--- src/rtl/at_cmd_sequencer.sv ---
// AT command sequencer: sends CIPMUX then CIPSERVER to a uart_tx and waits for "OK" after each.
// `define AT_RESP_CHECK_EN to build the reply matcher with timeout/retry; otherwise a fixed settle delay is used.
module at_cmd_sequencer #(
  parameter int unsigned GAP_CYCLES   = 5000,
  parameter int unsigned RESP_TIMEOUT = 1000000,
  parameter int unsigned MAX_RETRY    = 2
) (
  input  logic       clk,
  input  logic       rst_n,
  input  logic       start,
  input  logic       abort,
  output logic [7:0] tx_data,
  output logic       tx_wrsig,
  input  logic       rx_int,
  input  logic [7:0] rx_data,
  output logic       busy,
  output logic       done,
  output logic       error,
  output logic       cmd_idx
);

  localparam int unsigned GW = $clog2(GAP_CYCLES + 1);
  localparam int unsigned TW = $clog2(RESP_TIMEOUT + 1);

  localparam logic [103:0] CMD0 = {"AT+CIPMUX=1", 8'h0D, 8'h0A};
  localparam logic [167:0] CMD1 = {"AT+CIPSERVER=1,8080", 8'h0D, 8'h0A};

  typedef enum logic [2:0] {IDLE, LOAD, STROBE, GAP, RESP, SETTLE, DONE, ERR} state_t;

  state_t          state;
  logic [4:0]      ptr;
  logic [4:0]      last_ptr;
  logic [GW-1:0]   gap_cnt;
  logic [TW-1:0]   wait_cnt;

  function automatic logic [7:0] rom_byte(input logic idx, input logic [4:0] p);
    if (idx) rom_byte = CMD1[8*(20 - int'(p)) +: 8];
    else     rom_byte = CMD0[8*(12 - int'(p)) +: 8];
  endfunction

  assign last_ptr = cmd_idx ? 5'd20 : 5'd12;

`ifdef AT_RESP_CHECK_EN
  localparam int unsigned RW = $clog2(MAX_RETRY + 2);
  logic [RW-1:0] retry;
  logic          rx_int_q;
  logic          o_seen;
  logic          rx_fall;
  logic          ok_match;

  assign rx_fall  = rx_int_q & ~rx_int;
  assign ok_match = rx_fall & o_seen & (rx_data == 8'h4B);
`else
  logic unused_cfg;
  assign unused_cfg = ^{rx_int, rx_data, MAX_RETRY};
`endif

  always_ff @(posedge clk) begin
    if (!rst_n) begin
      state    <= IDLE;
      tx_data  <= '0;
      tx_wrsig <= 1'b0;
      busy     <= 1'b0;
      done     <= 1'b0;
      error    <= 1'b0;
      cmd_idx  <= 1'b0;
      ptr      <= '0;
      gap_cnt  <= '0;
      wait_cnt <= '0;
`ifdef AT_RESP_CHECK_EN
      retry    <= '0;
      rx_int_q <= 1'b0;
      o_seen   <= 1'b0;
`endif
    end else begin
      tx_wrsig <= 1'b0;
      done     <= 1'b0;
`ifdef AT_RESP_CHECK_EN
      rx_int_q <= rx_int;
`endif
      if (abort && state != IDLE) begin
        state <= IDLE;
        busy  <= 1'b0;
      end else begin
        case (state)
          IDLE: begin
            if (start && !abort) begin
              state   <= LOAD;
              busy    <= 1'b1;
              cmd_idx <= 1'b0;
              ptr     <= '0;
              error   <= 1'b0;
`ifdef AT_RESP_CHECK_EN
              retry   <= '0;
`endif
            end
          end
          // Strobe is registered here so it coincides with the new tx_data in STROBE.
          LOAD: begin
            tx_data  <= rom_byte(cmd_idx, ptr);
            tx_wrsig <= 1'b1;
            state    <= STROBE;
          end
          STROBE: begin
            gap_cnt <= '0;
            state   <= GAP;
          end
          // STROBE and LOAD each take one cycle, so GAP lasts GAP_CYCLES-1 cycles.
          GAP: begin
            if (gap_cnt == GW'(GAP_CYCLES - 2)) begin
              gap_cnt  <= '0;
              wait_cnt <= '0;
              if (ptr == last_ptr) begin
                ptr <= '0;
`ifdef AT_RESP_CHECK_EN
                o_seen <= 1'b0;
                state  <= RESP;
`else
                state  <= SETTLE;
`endif
              end else begin
                ptr   <= ptr + 5'd1;
                state <= LOAD;
              end
            end else begin
              gap_cnt <= gap_cnt + GW'(1);
            end
          end
`ifdef AT_RESP_CHECK_EN
          RESP: begin
            if (rx_fall) o_seen <= (rx_data == 8'h4F);
            if (ok_match) begin
              if (!cmd_idx) begin
                cmd_idx <= 1'b1;
                retry   <= '0;
                state   <= LOAD;
              end else begin
                done  <= 1'b1;
                busy  <= 1'b0;
                state <= DONE;
              end
            end else if (wait_cnt == TW'(RESP_TIMEOUT - 1)) begin
              if (retry < RW'(MAX_RETRY)) begin
                retry <= retry + RW'(1);
                ptr   <= '0;
                state <= LOAD;
              end else begin
                error <= 1'b1;
                busy  <= 1'b0;
                state <= ERR;
              end
            end else begin
              wait_cnt <= wait_cnt + TW'(1);
            end
          end
          ERR: state <= IDLE;
`else
          SETTLE: begin
            if (wait_cnt == TW'(RESP_TIMEOUT - 1)) begin
              if (!cmd_idx) begin
                cmd_idx <= 1'b1;
                state   <= LOAD;
              end else begin
                done  <= 1'b1;
                busy  <= 1'b0;
                state <= DONE;
              end
            end else begin
              wait_cnt <= wait_cnt + TW'(1);
            end
          end
`endif
          DONE: state <= IDLE;
          default: state <= IDLE;
        endcase
      end
    end
  end

endmodule

--- config.mk ---
export PLATFORM = sky130hd
export DESIGN_NAME = at_cmd_sequencer
export DESIGN_NICKNAME = d
export VERILOG_FILES = /design/src/rtl/at_cmd_sequencer.sv
export SDC_FILE = /design/constraint.sdc
export NUM_CORES = 1
export LEC_CHECK = 0
export ABC_AREA = 1
export BUFFER_PORTS_ARGS = -buffer_cell sky130_fd_sc_hd__buf_2
export CORE_AREA = 8 8 93 95
export CTS_BUF_LIST = sky130_fd_sc_hd__clkbuf_16
export DETAILED_ROUTE_END_ITERATION = 12
export DIE_AREA = 0 0 101 103
export PLACE_DENSITY = 0.65
export SETUP_SLACK_MARGIN = 0.1
export SYNTH_ARGS = -nofsm -noshare
export SYNTH_HDL_FRONTEND = slang
export SYNTH_SLANG_ARGS = --single-unit
--- constraint.sdc ---
create_clock -name clk -period 3.45 [get_ports clk]
set_input_delay 0.69 -clock clk [delete_from_list [all_inputs] [get_ports clk]]
set_output_delay 0.69 -clock clk [all_outputs]
set_load 0.02 [all_outputs]
### After elaboration in Yosys (flattened, before gate mapping)

Cells that the tools add are included.

| storage, ports and cells | value |
|---|---|
| input bits | 13 |
| word-level logic and storage cells | 76 |
| register bits after elaboration | 53 |

| operators by class | value |
|---|---|
| mux-type cells | 26 |
| shift-type cells | 2 |
| reductions and logical operators | 18 |
| equality and inequality tests | 12 |
| bitwise gates (word level) | 4 |
| $add $sub $neg | 5 |

Operators with widths:

| cell | number |
|---|---|
| $shiftx A168 B9 Y8 const A | 1 |
| $shiftx A104 B9 Y8 const A | 1 |
| $mux W20 | 2 |
| $pmux W20 S2 | 1 |
| $pmux W13 S2 | 1 |
| $add A20 B1 Y20 const B | 1 |
| $eq A20 B20 Y1 const B | 1 |
| $mux W5 | 4 |
| $reduce_and A4 Y1 | 4 |
| $mux W3 | 5 |
| $pmux W3 S5 | 1 |
| $add A13 B1 Y13 const B | 1 |
| $eq A13 B13 Y1 const B | 1 |
| $mux W13 | 1 |
| $ne A2 B2 Y1 const B | 5 |
| $pmux W5 S2 | 1 |
| $mux W8 | 1 |
| $reduce_bool A2 Y1 | 4 |
| $mux W1 | 7 |
| $eq A3 B2 Y1 const B | 2 |
| $sub A4 B5 Y6 const A | 1 |
| $sub A5 B5 Y6 const A | 1 |
| $add A5 B1 Y5 const B | 1 |
| $eq A5 B5 Y1 | 1 |
| 12 further kinds | 18 |

### Longest topological paths before layout

| logic depth | value |
|---|---|
| word-level depth | 5 |
| mapped depth | 14 |
| gate-level depth less buffers | 13 |

### Least setup slack after synthesis

OpenSTA, ideal clock, no wires.

| path | value |
|---|---|
| path kind | reg2reg |
| start point | register ptr[0] |
| end point | register tx_data[5] |
| cell stages (with the launch flop) | 13 |
| library setup time | 0.070 ns |
| slack | 1.483 ns |
| clock period less this slack | 1.967 ns |
| data arrival time | 1.897 ns |
| cell sequence | dfxtp_1 > inv_1 > clkbuf_1 > ha_1 > buf_2 > inv_1 > nor2_1 > inv_1 > nor2_1 > o211ai_1 > nand2_1 > inv_1 > a21oi_1 |

| on the way | value |
|---|---|
| word-level cells in the longest chain between the ends | 3 |
| elaborated cells on any way between the ends | 5 |
| those cells by class | add/sub: 2; shift: 2; mux: 1 |

RTL lines:

| item | line | text |
|---|---|---|
| start: declaration | 31 | `logic [4:0] ptr;` |
| start signal: assignment | 122 | `ptr <= ptr + 5'd1;` |
| $sub A5 B5 Y6 / $sub A4 B5 Y6 (equally long branches) | 37, 38 |  |
| $shiftx A168 B9 Y8 / $shiftx A104 B9 Y8 (equally long branches) | 37, 38 |  |
| $mux W8 (*) | 37 | `if (idx) rom_byte = CMD1[8*(20 - int'(p)) +: 8];` |
| end signal: assignment | 100 | `tx_data <= rom_byte(cmd_idx, ptr);` |
| end: declaration | 12 | `output logic [7:0] tx_data,` |

Every way passes the cells marked *; elsewhere a longest branch is shown, timed or not.
A chain may end at the register's enable or synchronous reset.

### Worst setup path in the final report

Same ends and word-level chain as after synthesis.

==> flow_results.org <==
** STA
- Setup repair after global routing left no endpoint under its margin.
- Maximum operating frequency :: 410 MHz
- Minimum clock period after layout :: 2.44 ns
- Measured against its own limit, the worst slew margin works out to 65.4%.
- Setup violations remaining at the end of the flow were counted as 0.
- Max Transition Viols Final :: 0
- Worst Clk Skew :: 0.0106 ns
- The final critical path takes up 70.7% of the cycle.
- Total count of hold-check failures in the final report :: 0
- Worst Tran Pin Value :: 0.516 ns
- Total Negative Setup Slacks :: 0 ns

** Global route
- In the global route stage, overall resource usage came out at 17.7%.
- Number of antenna violations at the first check in global routing :: 0
- Pin count of the biggest net entering global routing :: 27
- For this run the aggregate overflow at the end of global routing stands at 0.
- Wire length of the first global-routing pass :: 15,200 um
- Number of global-route vias before repair :: 3,326

** Power
- In this run the static leakage power is 1.49 nW.
- Cell area power density :: 391 nW/um^2
- The worst-case IR drop observed on VDD is 0.000241 V.

** Clocking
- No sink is reached through more buffers than the 2 on the longest clock path.
- Clock-pin slew was measured on the worst setup and hold paths at 0.07 ns.
- The H-tree was split into 2 levels.
- TritonCTS Sinks :: 52
- TritonCTS built the clock tree.
- In this run the post-CTS setup repair buffer count came out at 0.
- Number of hold buffers added after CTS :: 0
- Number of buffers added by the clock tree synthesis step :: 5
- Number of gates resized after CTS :: 0
- At the later pin of the worst-skew pair, clock insertion delay measures 0.30 ns.
- The tree is rooted in a sky130_fd_sc_hd__clkbuf_16.

** Detailed routing
- The first detailed-routing pass ran for 5 iterations.
- Via density per instance :: 5.35
- Once detail routing completed, the nets flagged for antenna violations numbered 0.
- The routed layout has 3,620 vias.
- Number of design rule violations left after detail routing :: 0
- In the final routed layout, each cell accounts on average for 13.1 um.
- Initial DRC Count :: 259
- Summed over all layers, the routed wires come to 8840 um.

** Placement
- Total of buffers placed on input and output ports :: 14
- Detailed placement ended at an HPWL of 6670 um.
- Global placement routability congestion :: 0.933
- Summing all placed instances gives a cell area of 3600 sq um.

** Layout
- The filler cells instantiated in the layout total 776.
- Number of nets in the final layout :: 595
- From synthesis to final layout, the design area changed by 7.39%.
- Leaving out fill and tap cells, the most frequent cell in the layout is sky130_fd_sc_hd__nand2_1.
- Inserted Diodes :: 0
- Final Core Density :: 52.5%
- The finished cells cover 3750 sq um.
- Summing all flip-flop and latch instances after layout gives 1040 sq um.
- The post-route netlist has 9.17% of its cells at a drive strength greater than 1.
- The top cell types in the final layout, fill and taps aside, are 146 x sky130_fd_sc_hd__nand2_1, 75 x sky130_fd_sc_hd__nor2_1, 52 x sky130_fd_sc_hd__dfxtp_1, 51 x sky130_fd_sc_hd__nand3_1, 48 x sky130_fd_sc_hd__inv_1.
- Multi-input gate area in the final layout :: 2120 sq um

** Setup path
- Worst Reg-to-Reg Cells :: 10
- The worst register-to-register path ends at tx_data[5].
- Counting both buffers and inverters, the worst setup path holds a total of 4.
- For this design, the slowest cell found on the critical path is sky130_fd_sc_hd__ha_1.
- Along the worst path, the maximum fanout reaches 11.
- In this design, the stage delay of the slowest critical-path cell is 0.54 ns.
- Depth of the critical timing path with buffers and inverters included :: 10
- Data on the critical path is required at its endpoint by 3.67 ns.
- Chain of cells forming the critical path :: inv_1 -> ha_1 -> inv_1 -> nor2_1 -> inv_1 -> nor2_1 -> o211ai_1 -> nand2_1 -> inv_1 -> a21oi_1
- The setup check on the worst reg-to-reg path leaves a slack of 1.01 ns.
- Worst setup path category :: reg -> reg
- Startpoint types :: register
- The worst register-to-register path begins at ptr[0].
- The worst setup path is captured at a register.
- Data arrival at the endpoint of the critical path :: 2.66 ns
- Crit-path leading delay family :: buffers and inverters
- Most frequent CP cell :: sky130_fd_sc_hd__inv_1

** Synth
- Sequential element share of the synthesized area :: 29.8%
- Distinct cell type count of the synthesized netlist :: 38
- Summing every instance area after synthesis gives 3490 sq um.
- Yosys warnings :: 0
- For this run, asynchronously set or reset flops after synthesis account for 0%.
- Synthesis-stage register bit count :: 52
- Synthesized instance count :: 569
- For this run, the leading register cell type out of synthesis is sky130_fd_sc_hd__dfxtp_1.
- Each instance of the synthesized netlist takes up on average 6.13 sq um.
- Number of enable flip-flop cells after synthesis :: 0

** Floorplanning
- Die boundary width :: 101 um
- Pin placement for this block handled 26 I/O pins.
- Standard cell core area :: 7140 sq um
- Die Outline Area :: 10,400 sq um
- The floorplan has 31 rows.
- Initial cell density of the core :: 48.9%
- In this run the vertical extent of the chip is 103 um.

** Worst hold path
- Number of stages on the worst hold path :: 2
- End of the worst hold path :: busy
- Launch instance of the worst min-delay path :: busy
- Min-delay worst type :: reg -> reg

** Run status
- Status :: completed

** Job
- Max-cap violations in this run came to 0.
## through the flow
stage / total power [mW] / setup WS (ns) / std cells / hold slack (ns)
2_1_floorplan: 0.909 / 1.48 / 570 / 0.454
3_3_place_gp: 0.982 / 1.02 / 669 / 0.461
3_5_place_dp: 0.980 / 1.08 / 669 / 0.457
4_1_cts: 1.47 / 1.04 / 677 / 0.468
5_1_grt: 1.55 / 0.741 / 677 / 0.500
6_report: 1.46 / 1.01 / 677 / 0.462
## cells by family after synthesis
family          share of synthesized area (%)
compound gates                           13.7
xor+xnor                                 3.52
fa+ha+maj                                1.79
buf+inv                                  9.40
flops                                    29.8
other cells                             0.108
simple gates                             41.6
## cell type report
class | instances | share of cell area, %
Inverter | 63 | 6.31
Tap cell | 99 | 3.31
Clock inverter | 3 | 0.501
Multi-Input combinational cell | 440 | 56.7
Sequential cell | 52 | 27.8
Timing Repair Buffer | 15 | 2.07
Clock buffer | 5 | 3.34
## worst max-delay path by stage
| stage | start | to |
|---|---|---|
| after detailed placement | ptr[0] | tx_data[5] |
| after floorplan | ptr[0] | tx_data[5] |
| after global routing | ptr[0] | tx_data[5] |
| after CTS | ptr[0] | tx_data[5] |
| after global placement | ptr[0] | tx_data[5] |
| final | ptr[0] | tx_data[5] |
## metal layers
layer	part of all wire [%]	routed length (um)	up-vias	GRT usage (%)
met3	5.3	465	10	2.63
li1	-	-	1870	-
met1	50	4390	1646	23.7
met5	0	0	-	0
met4	1.2	102	0	4.70
met2	44	3880	94	29.0
## registers in the layout (all words and copies together), names as in the netlist
signal,cells
wait_cnt,20
gap_cnt,13
tx_data,7
ptr,5
state,3
busy,1
cmd_idx,1
done,1
tx_wrsig,1
## synth_stat cells, types with 5 or more instances
| master | instances | area (sq um) |
|---|---|---|
| sky130_fd_sc_hd__dfxtp_1 | 52 | 1040 |
| sky130_fd_sc_hd__nor3_1 | 21 | 105 |
| sky130_fd_sc_hd__xor2_1 | 11 | 96.3 |
| sky130_fd_sc_hd__nand3_1 | 51 | 255 |
| sky130_fd_sc_hd__a21oi_1 | 43 | 215 |
| sky130_fd_sc_hd__nand4_1 | 12 | 75.1 |
| sky130_fd_sc_hd__ha_1 | 5 | 62.6 |
| sky130_fd_sc_hd__o21ai_0 | 28 | 140 |
| sky130_fd_sc_hd__inv_1 | 48 | 180 |
| sky130_fd_sc_hd__clkbuf_1 | 5 | 18.8 |
| sky130_fd_sc_hd__nand2_2 | 5 | 31.3 |
| sky130_fd_sc_hd__inv_2 | 14 | 52.6 |
| sky130_fd_sc_hd__o21ai_1 | 10 | 50.1 |
| sky130_fd_sc_hd__nand2_1 | 146 | 548 |
| sky130_fd_sc_hd__nor2_1 | 75 | 282 |
## report_power, final
group,switching (mW),internal [mW]
clock network,0.224,0.267
registers,0.0182,0.616
logic,0.237,0.102
total,0.480,0.985
## worst reg2reg max path: cells and delay by family (launching register included)
kind | cells | cell delay, ns
buf+inv | 4 | 0.62
simple gates | 3 | 0.50
flops | 1 | 0.47
compound gates | 2 | 0.26
fa+ha+maj | 1 | 0.54
No activity file was read; power rests on OpenSTA's default activity.
